<file path="src/rtl/packet_buffer_ingress_arbiter_if.sv">
// Ingress/egress stream bundle for packet_buffer_ingress_arbiter.
// Handshake: a beat moves on a cycle where valid and ready are both high.
// Valid never waits on ready. The arbiter forwards the granted source's
// valid and gives that source the buffer's ready.
// 'master' is the arbiter's view because it drives the buffer write port.
// 'slave' is the environment's view: it drives the sources and the buffer ready.
interface packet_buffer_ingress_arbiter_if #(
    parameter int NUM_PORTS = 4
);
    logic [NUM_PORTS*32-1:0] s_tdata;
    logic [NUM_PORTS-1:0]    s_tvalid;
    logic [NUM_PORTS-1:0]    s_tready;
    logic [31:0]             m_tdata;
    logic                    m_tvalid;
    logic                    m_tready;
    logic                    m_tlast;
    logic [3:0]              m_tkeep;

    modport master (
        input  s_tdata, s_tvalid, m_tready,
        output s_tready, m_tdata, m_tvalid, m_tlast, m_tkeep
    );

    modport slave (
        output s_tdata, s_tvalid, m_tready,
        input  s_tready, m_tdata, m_tvalid, m_tlast, m_tkeep
    );
endinterface

</file>
<file path="src/rtl/packet_buffer_ingress_arbiter.sv">
// packet_buffer_ingress_arbiter: packet-granular round-robin sharing of one
// packet-buffer write port between NUM_PORTS framed ingress streams.
// Each frame is a header {len[31:16], id[15:0]} followed by ceil(len/4) words.
// The datapath is zero-latency muxing of the granted source. Only the grant,
// the beat counter and the packet FSM are registered.
// Optional feature: define PKT_ARB_LEN_CHECK_EN to enable the length check.
// A frame is then legal only when 64 <= len <= 1500. Illegal frames are
// drained without being forwarded and are counted in drop_count.
// Without the macro every frame is forwarded and drop_count stays 0.
module packet_buffer_ingress_arbiter #(
    parameter int NUM_PORTS      = 4,
    parameter int DROP_CNT_WIDTH = 16
) (
    input  logic                          clk,
    input  logic                          rst,
    packet_buffer_ingress_arbiter_if.master bus,
    output logic [$clog2(NUM_PORTS)-1:0]  grant_id,
    output logic                          busy,
    output logic [DROP_CNT_WIDTH-1:0]     drop_count,
    output logic [1:0]                    state_o
);
    localparam int GW = $clog2(NUM_PORTS);

    typedef enum logic [1:0] {
        ST_IDLE    = 2'd0,
        ST_HEADER  = 2'd1,
        ST_PAYLOAD = 2'd2,
        ST_DROP    = 2'd3
    } state_t;

    state_t                    state_q, state_d;
    logic [GW-1:0]             grant_q, grant_d;
    logic [GW-1:0]             last_grant_q, last_grant_d;
    logic [14:0]               remaining_q, remaining_d;
    logic [1:0]                len_lo_q, len_lo_d;
    logic [DROP_CNT_WIDTH-1:0] drop_q, drop_d;

    logic [31:0]          port_data [NUM_PORTS];
    logic [31:0]          g_data;
    logic                 g_valid;
    logic [15:0]          len;
    logic [16:0]          len_p3;
    logic [14:0]          words;
    logic                 frame_ok;
    logic                 hit;
    logic [GW-1:0]        hit_idx;
    logic [GW-1:0]        cand;
    logic [NUM_PORTS-1:0] s_tready_c;
    logic [31:0]          m_tdata_c;
    logic                 m_tvalid_c;
    logic                 m_tlast_c;
    logic [3:0]           m_tkeep_c;

    for (genvar gi = 0; gi < NUM_PORTS; gi++) begin : g_unpack
        assign port_data[gi] = bus.s_tdata[32*gi +: 32];
    end

    assign g_data  = port_data[grant_q];
    assign g_valid = bus.s_tvalid[grant_q];
    assign len     = g_data[31:16];
    assign len_p3  = {1'b0, len} + 17'd3;
    assign words   = len_p3[16:2];

`ifdef PKT_ARB_LEN_CHECK_EN
    assign frame_ok = (len >= 16'd64) && (len <= 16'd1500);
`else
    assign frame_ok = 1'b1;
`endif

    // Round-robin search starting one past the port that finished last.
    always_comb begin
        hit     = 1'b0;
        hit_idx = '0;
        cand    = '0;
        for (int k = 1; k <= NUM_PORTS; k++) begin
            cand = GW'((int'(last_grant_q) + k) % NUM_PORTS);
            if (!hit && bus.s_tvalid[cand]) begin
                hit     = 1'b1;
                hit_idx = cand;
            end
        end
    end

    // Packet FSM next state and the combinational stream mux.
    always_comb begin
        state_d      = state_q;
        grant_d      = grant_q;
        last_grant_d = last_grant_q;
        remaining_d  = remaining_q;
        len_lo_d     = len_lo_q;
        drop_d       = drop_q;
        s_tready_c   = '0;
        m_tdata_c    = '0;
        m_tvalid_c   = 1'b0;
        m_tlast_c    = 1'b0;
        m_tkeep_c    = 4'h0;
        case (state_q)
            ST_IDLE: begin
                if (hit) begin
                    grant_d = hit_idx;
                    state_d = ST_HEADER;
                end
            end
            ST_HEADER: begin
                if (frame_ok) begin
                    m_tdata_c           = g_data;
                    m_tvalid_c          = g_valid;
                    s_tready_c[grant_q] = bus.m_tready;
                    m_tkeep_c           = 4'hF;
                    m_tlast_c           = (words == '0);
                    if (g_valid && bus.m_tready) begin
                        if (words == '0) begin
                            last_grant_d = grant_q;
                            state_d      = ST_IDLE;
                        end else begin
                            remaining_d = words;
                            len_lo_d    = len[1:0];
                            state_d     = ST_PAYLOAD;
                        end
                    end
                end else begin
                    // Illegal header: swallow it regardless of the buffer.
                    s_tready_c[grant_q] = 1'b1;
                    if (g_valid) begin
                        if (drop_q != '1) begin
                            drop_d = drop_q + 1'b1;
                        end
                        if (words == '0) begin
                            last_grant_d = grant_q;
                            state_d      = ST_IDLE;
                        end else begin
                            remaining_d = words;
                            state_d     = ST_DROP;
                        end
                    end
                end
            end
            ST_PAYLOAD: begin
                m_tdata_c           = g_data;
                m_tvalid_c          = g_valid;
                s_tready_c[grant_q] = bus.m_tready;
                m_tlast_c           = (remaining_q == 15'd1);
                m_tkeep_c           = 4'hF;
                if (remaining_q == 15'd1) begin
                    case (len_lo_q)
                        2'd1:    m_tkeep_c = 4'h8;
                        2'd2:    m_tkeep_c = 4'hC;
                        2'd3:    m_tkeep_c = 4'hE;
                        default: m_tkeep_c = 4'hF;
                    endcase
                end
                if (g_valid && bus.m_tready) begin
                    remaining_d = remaining_q - 1'b1;
                    if (remaining_q == 15'd1) begin
                        last_grant_d = grant_q;
                        state_d      = ST_IDLE;
                    end
                end
            end
            ST_DROP: begin
                s_tready_c[grant_q] = 1'b1;
                if (g_valid) begin
                    remaining_d = remaining_q - 1'b1;
                    if (remaining_q == 15'd1) begin
                        last_grant_d = grant_q;
                        state_d      = ST_IDLE;
                    end
                end
            end
            default: state_d = ST_IDLE;
        endcase
    end

    // State registers; reset abandons any packet in flight.
    always_ff @(posedge clk or posedge rst) begin
        if (rst) begin
            state_q      <= ST_IDLE;
            grant_q      <= '0;
            last_grant_q <= GW'(NUM_PORTS - 1);
            remaining_q  <= '0;
            len_lo_q     <= '0;
            drop_q       <= '0;
        end else begin
            state_q      <= state_d;
            grant_q      <= grant_d;
            last_grant_q <= last_grant_d;
            remaining_q  <= remaining_d;
            len_lo_q     <= len_lo_d;
            drop_q       <= drop_d;
        end
    end

    assign bus.s_tready = s_tready_c;
    assign bus.m_tdata  = m_tdata_c;
    assign bus.m_tvalid = m_tvalid_c;
    assign bus.m_tlast  = m_tlast_c;
    assign bus.m_tkeep  = m_tkeep_c;
    assign grant_id     = grant_q;
    assign busy         = (state_q != ST_IDLE);
    assign drop_count   = drop_q;
    assign state_o      = state_q;
endmodule

</file>
<file path="src/flat_wrapper.sv">
// flat-port wrapper written by rule: the top's interface ports become plain ports
module packet_buffer_ingress_arbiter_flat 
#(
    parameter int NUM_PORTS      = 4,
    parameter int DROP_CNT_WIDTH = 16
)
  (clk, rst, grant_id, busy, drop_count, state_o, bus_s_tdata, bus_s_tvalid, bus_m_tready, bus_s_tready, bus_m_tdata, bus_m_tvalid, bus_m_tlast, bus_m_tkeep);
  packet_buffer_ingress_arbiter_if #(.NUM_PORTS(NUM_PORTS)) bus_i ();
  input  logic clk;
  input  logic rst;
  output logic [$clog2(NUM_PORTS)-1:0] grant_id;
  output logic busy;
  output logic [DROP_CNT_WIDTH-1:0] drop_count;
  output logic [1:0] state_o;
  input wire logic [$bits(bus_i.s_tdata)-1:0] bus_s_tdata;
  input wire logic [$bits(bus_i.s_tvalid)-1:0] bus_s_tvalid;
  input wire logic [$bits(bus_i.m_tready)-1:0] bus_m_tready;
  output wire logic [$bits(bus_i.s_tready)-1:0] bus_s_tready;
  output wire logic [$bits(bus_i.m_tdata)-1:0] bus_m_tdata;
  output wire logic [$bits(bus_i.m_tvalid)-1:0] bus_m_tvalid;
  output wire logic [$bits(bus_i.m_tlast)-1:0] bus_m_tlast;
  output wire logic [$bits(bus_i.m_tkeep)-1:0] bus_m_tkeep;
  assign bus_i.s_tdata = bus_s_tdata;
  assign bus_i.s_tvalid = bus_s_tvalid;
  assign bus_i.m_tready = bus_m_tready;
  assign bus_s_tready = bus_i.s_tready;
  assign bus_m_tdata = bus_i.m_tdata;
  assign bus_m_tvalid = bus_i.m_tvalid;
  assign bus_m_tlast = bus_i.m_tlast;
  assign bus_m_tkeep = bus_i.m_tkeep;
  packet_buffer_ingress_arbiter #(.NUM_PORTS(NUM_PORTS), .DROP_CNT_WIDTH(DROP_CNT_WIDTH)) u_core (.clk(clk), .rst(rst), .bus(bus_i), .grant_id(grant_id), .busy(busy), .drop_count(drop_count), .state_o(state_o));
endmodule
</file>
<file path="config.mk">
export PLATFORM = sky130hd
export DESIGN_NAME = packet_buffer_ingress_arbiter_flat
export DESIGN_NICKNAME = d
export VERILOG_FILES = /design/src/rtl/packet_buffer_ingress_arbiter_if.sv /design/src/rtl/packet_buffer_ingress_arbiter.sv /design/src/flat_wrapper.sv
export SDC_FILE = /design/constraint.sdc
export NUM_CORES = 1
export LEC_CHECK = 0
export BUFFER_PORTS_ARGS = -buffer_cell sky130_fd_sc_hd__buf_2
export CAP_MARGIN = 30
export CORE_MARGIN = 4
export CORE_UTILIZATION = 28
export CTS_BUF_LIST = sky130_fd_sc_hd__clkbuf_4
export DETAILED_ROUTE_END_ITERATION = 8
export MAX_ROUTING_LAYER = met4
export PLACE_DENSITY_LB_ADDON = 0.08
export SYNTH_ARGS = -nofsm -noshare
export SYNTH_HDL_FRONTEND = slang
export SYNTH_SLANG_ARGS = --single-unit
</file>
<file path="constraint.sdc">
create_clock -name clk -period 4.2 [get_ports clk]
set_clock_uncertainty 0.05 [all_clocks]
set_input_delay 1.26 -clock clk [delete_from_list [all_inputs] [get_ports clk]]
set_output_delay 1.26 -clock clk [all_outputs]
set_load 0.02 [all_outputs]
</file>
Word level (Yosys, flattened, before mapping) --
Cells that the tools add are included.
Storage, ports and cells: bits in registers 23, latch bits 0, memory bits (writable) 0, memory bits (read-only) 0, input bits 135, output and inout port bits 63, logic and storage cells 100, memories kept 0
Operators by class: add/subtract/negate cells 6, multipliers 0, divide/modulo/power cells 0, order comparisons 7, eq/ne operators 13, shift operators 0, mux-type cells 48, bitwise operators 3, reduce and logical (&&, ||, !) cells 18
Operators by type and width (number):
- 32-bit 2-to-1 mux | 3
- 32-bit binary-select mux with 2-bit select | 1
- 15-bit 2-to-1 mux | 4
- 15-bit one-hot mux with 3 select lines | 1
- 2-bit 2-to-1 mux | 15
- 16-bit by 2-bit adder with 17-bit output (second input constant) | 1
- 4-bit one-hot mux with 2 select lines | 2
- 15-bit by 1-bit equality test with 1-bit output (second input constant) | 1
- 15-bit logical NOT | 1
- 2-bit by 3-bit less-than comparator with 1-bit output (second input constant) | 5
- 15-bit by 1-bit subtractor with 15-bit output (second input constant) | 1
- 1-bit 2-to-1 mux | 11
- 1-bit binary-select mux with 2-bit select | 5
- 2-bit by 1-bit inequality test with 1-bit output (second input constant) | 5
- 5-bit AND reduction | 2
- 3-bit one-hot mux with 3 select lines | 1
- 2-bit equality test (second input constant) | 4
- 2-bit one-hot mux with 4 select lines | 1
- 2-bit one-hot mux with 3 select lines | 1
- 1-bit logical AND | 5
- 2-bit by 1-bit adder with 2-bit output (second input constant) | 2
- 2-bit adder (second input constant) | 2
- 4-bit bitwise AND | 1
- 2-bit by 1-bit equality test with 1-bit output (second input constant) | 2
- 16 further kinds | 18

Longest topological paths before layout --
depth after elaboration 15, depth in mapped cells 11, gate-level depth less buffers 9

Worst setup path before layout --
OpenSTA, ideal clock, no wires.
path type input-to-output, start input bus_s_tdata[48], end output bus_m_tlast, data arrival time 3215 ps, data required time 2890 ps, slack -325 ps, stages on the path 7, path buffers 0, path through mux4_1 o211ai_1 or3_4 a21oi_2 and3b_4 a22oi_1 nor2b_1
On the way: longest elaborated chain between the ends 6
RTL lines:
- start, declared | line flat_wrapper.sv:15 | input wire logic [$bits(bus_i.s_tdata)-1:0] bus_s_tdata;
- 32-bit binary-select mux with 2-bit select | line packet_buffer_ingress_arbiter.sv:58 | assign g_data = port_data[grant_q];
- 32-bit 2-to-1 mux (not written as such) (2 in a row) | line packet_buffer_ingress_arbiter.sv:58
- 16-bit by 2-bit adder with 17-bit output | line packet_buffer_ingress_arbiter.sv:61 | assign len_p3 = {1'b0, len} + 17'd3;
- 15-bit logical NOT | line packet_buffer_ingress_arbiter.sv:110 | m_tlast_c = (words == '0);
- 1-bit one-hot mux with 2 select lines | line packet_buffer_ingress_arbiter.sv:97 | case (state_q)
- end, declared | line flat_wrapper.sv:21 | output wire logic [$bits(bus_i.m_tlast)-1:0] bus_m_tlast;
No other way between the ends. The select of a mux whose other input is x is not followed.

Final worst setup path --
start input bus_s_tdata[119], end output bus_m_tlast
The elaborated chain is that of the path after synthesis.

==> results_dict.tcl <==
set metrics [dict create \
    numCtsBuffers 3 \
    multi_input_area_um2 2380 \
    track_usage_pct 18.2 \
    dp_cells 699 \
    final_cell_mix "173 x buf_2, 46 x buf_4, 33 x mux4_2, 33 x a21oi_1, 33 x and2_1" \
    seqCellArea_um2 579 \
    finalCritPeriodShare_pct 105 \
    relSlewSlack_pct 52.5 \
    io_buffer_count 181 \
    fp.dieH_um 115 \
    design_area_um2 4580 \
    initial_core_util_pct 29.0 \
    insertedDiodeCount 0 \
    start_kind "primary input" \
    crit_path_max_fanout 3 \
    clk_latency_ps 330 \
    final_cells 706 \
    violations "setup timing" \
    synth-seq-cells 23 \
    hold_ws_ps 478 \
    overflow 0 \
    setup_tns_ps -223 \
    cts_num_sinks 23 \
    clkTransAtPathRegs_ps 150 \
    design.core.area_um2 11000 \
    fin_ws_ps -223 \
    drv_cap 0 \
    cpMaxStageDelayCell "mux4_2" \
    nets 710 \
    endpoint_kind "output port" \
    dr_total_vias 3517 \
    grt_pass1_vias 3767 \
    final_util_pct 41.7 \
    n_fill_cell 1131 \
    boundaryPins 198 \
    max_freq_mhz 226 \
    yosys_most_used_dff "dfrtp_1" \
    vias_per_cell 4.98 \
    rsz0062_at_grt "yes" \
    status "complete, but fails checks" \
    crit_arrival_ps 3110 \
    critical_path_class "primary input to output port" \
    rows 38 \
    power_density_nw_per_um2 783 \
    layout_commonest_cell "buf_2" \
    vdd_ir_drop_max_mv 0.313 \
    ys_warn_count 0 \
    leakage_nw 2.12 \
    syn_avg_cell_area_um2 8.96 \
    firstDrtPassIters 4 \
    hpwl_mm 9.89 \
    cts-root-buf "clkbuf_4" \
    cpLargestDelayFamily "simple AND/OR/NAND/NOR gates" \
    antenna_found_initial 0 \
    slowest_delay_ps 510 \
    drcViolationCount 0 \
    die_area_um2 13100 \
    crit_buf_inv 2 \
    ys_seq_area_share_pct 18.2 \
    wl_per_cell_um 16.6 \
    worstPathCellList "buf_6, mux4_2, and4_1, a311o_1, o21ai_1, and3b_4, a22oi_2, nor2b_4, buf_6" \
    grt_max_degree 39 \
    required_ps 2890 \
    die_w_um 115 \
    setup_violations 1 \
    yosys.cell_types.count 58 \
    hold_viol_final 0 \
    first_iter_violations 125 \
    drive_above_1_share_pct 51.1 \
    ys_async_sr_fraction_pct 100 \
    htree_num_levels 1 \
    cts_hold_buf 0 \
    tightestPinTransition_ps 710 \
    hp-class "register to register" \
    cp_common_cell "buf_6" \
    synth_cells 355 \
    layout-area-overhead-vs-synth_pct 44.1 \
    slew_viol_final 0 \
    syn_area_um2 3180 \
    synth-edff-count 0 \
    dpl_cell_area_um2 4480 \
    wl_mm 11.7 \
    total_power_mw 3.59 \
    tritoncts "yes" \
    ant_nets 0 \
    routabilityCongestion 0.849 \
    fin_crit_ps 4420 \
    place_ws_ps -350 \
    grt_pass1_wl_mm 18.7 \
    cts_buffer_depth 2 \
]
## cell usage after synthesis, types with 2 or more instances
cell type / instances / area share (%)
clkbuf_1: 14 / 1.7
nand2b_1: 4 / 0.79
or2_2: 4 / 0.79
nand3_1: 11 / 1.7
or4_1: 3 / 0.71
mux2_4: 2 / 0.94
a22o_1: 3 / 0.83
nor2b_1: 3 / 0.59
nor3_1: 7 / 1.1
inv_1: 13 / 1.5
o22ai_1: 4 / 0.79
dfstp_2: 2 / 1.7
dfrtp_1: 21 / 17
a31oi_1: 2 / 0.39
a21o_1: 2 / 0.47
or3_4: 2 / 0.71
mux4_1: 6 / 5.0
o21ai_0: 20 / 3.1
mux2_2: 2 / 0.71
mux4_2: 27 / 19
a21oi_1: 33 / 5.2
xnor2_1: 10 / 2.8
o31ai_1: 2 / 0.47
and2_1: 33 / 6.5
nand4_1: 6 / 1.2
nor2_1: 16 / 1.9
o211ai_1: 3 / 0.71
xor2_1: 3 / 0.83
o32ai_1: 4 / 1.1
nand2_1: 31 / 3.7
buf_2: 5 / 0.79
nor4_1: 9 / 1.8
buf_4: 16 / 3.8
ha_1: 8 / 3.1
## area by class of cell
class,instances,share of cell area (%)
timing repair buffer,230,29.9
clock buffer,4,0.655
tap,140,3.82
multi-input combinational,296,51.9
inverter,13,1.06
sequential,23,12.6
## kinds of logic (layout without fill, tap and decap cells)
group	Yosys count	count (layout)	share of synthesized area [%]
and+or+nand+nor	137	137	23.9
AOI/OAI and AO/OA	84	84	16.2
buffers and inverters	51	247	8.85
muxes	38	38	26.0
DFF	23	23	18.2
xor gates and xnor gates	13	13	3.58
adders and majority gates	8	8	3.15
other	1	16	0.118
## path summary, 6_finish.rpt
check,from,endpoint,slack [ps],depth (start not counted)
max,bus_s_tdata[119],bus_m_tlast,-220,9
min in group asynchronous,rst,u_core.remaining_q[14]$_DFFE_PP0P_,810,2
max in group asynchronous,rst,u_core.last_grant_q[0]$_DFFE_PP1P_,2810,3
min,u_core.len_lo_q[1]$_DFFE_PP0P_,u_core.len_lo_q[1]$_DFFE_PP0P_,480,1
min reg2reg,u_core.len_lo_q[1]$_DFFE_PP0P_,u_core.len_lo_q[1]$_DFFE_PP0P_,480,1
max reg2reg,u_core.grant_id[0]$_DFFE_PP0P_,u_core.len_lo_q[1]$_DFFE_PP0P_,1030,10
## repair_timing
action / 4_1_cts / 5_1_grt
cloned: 0 / 0
pin swaps: 3 / 2
buffers inserted: 1 / 2
resized for setup: 14 / 2
endpoints found under the setup margin: 1 / 1
## report_power, final
part | switching, mW | internal (mW) | leakage, nW
Combinational | 1.63 | 1.35 | 1.84
Sequential | 0.149 | 0.345 | 0.264
Clock | 0.0776 | 0.0437 | 0.0184
## routing by layer
| layer | vias up | track usage [%] | share of wire [%] |
|---|---|---|---|
| li1 | 1724 | - | - |
| met1 | 1685 | 21.6 | 41 |
| met2 | 98 | 33.1 | 53 |
| met3 | 10 | 3.01 | 4.3 |
| met4 | 0 | 2.53 | 1.2 |
| met5 | - | - | 0 |
## state kept, by name, indices dropped and copies added, names as in the netlist
register and count:
u_core.grant_id 2, u_core.last_grant_q 2, u_core.len_lo_q 2, u_core.state_o 2, u_core.remaining_q 15
(Power assumes the default switching activity.)
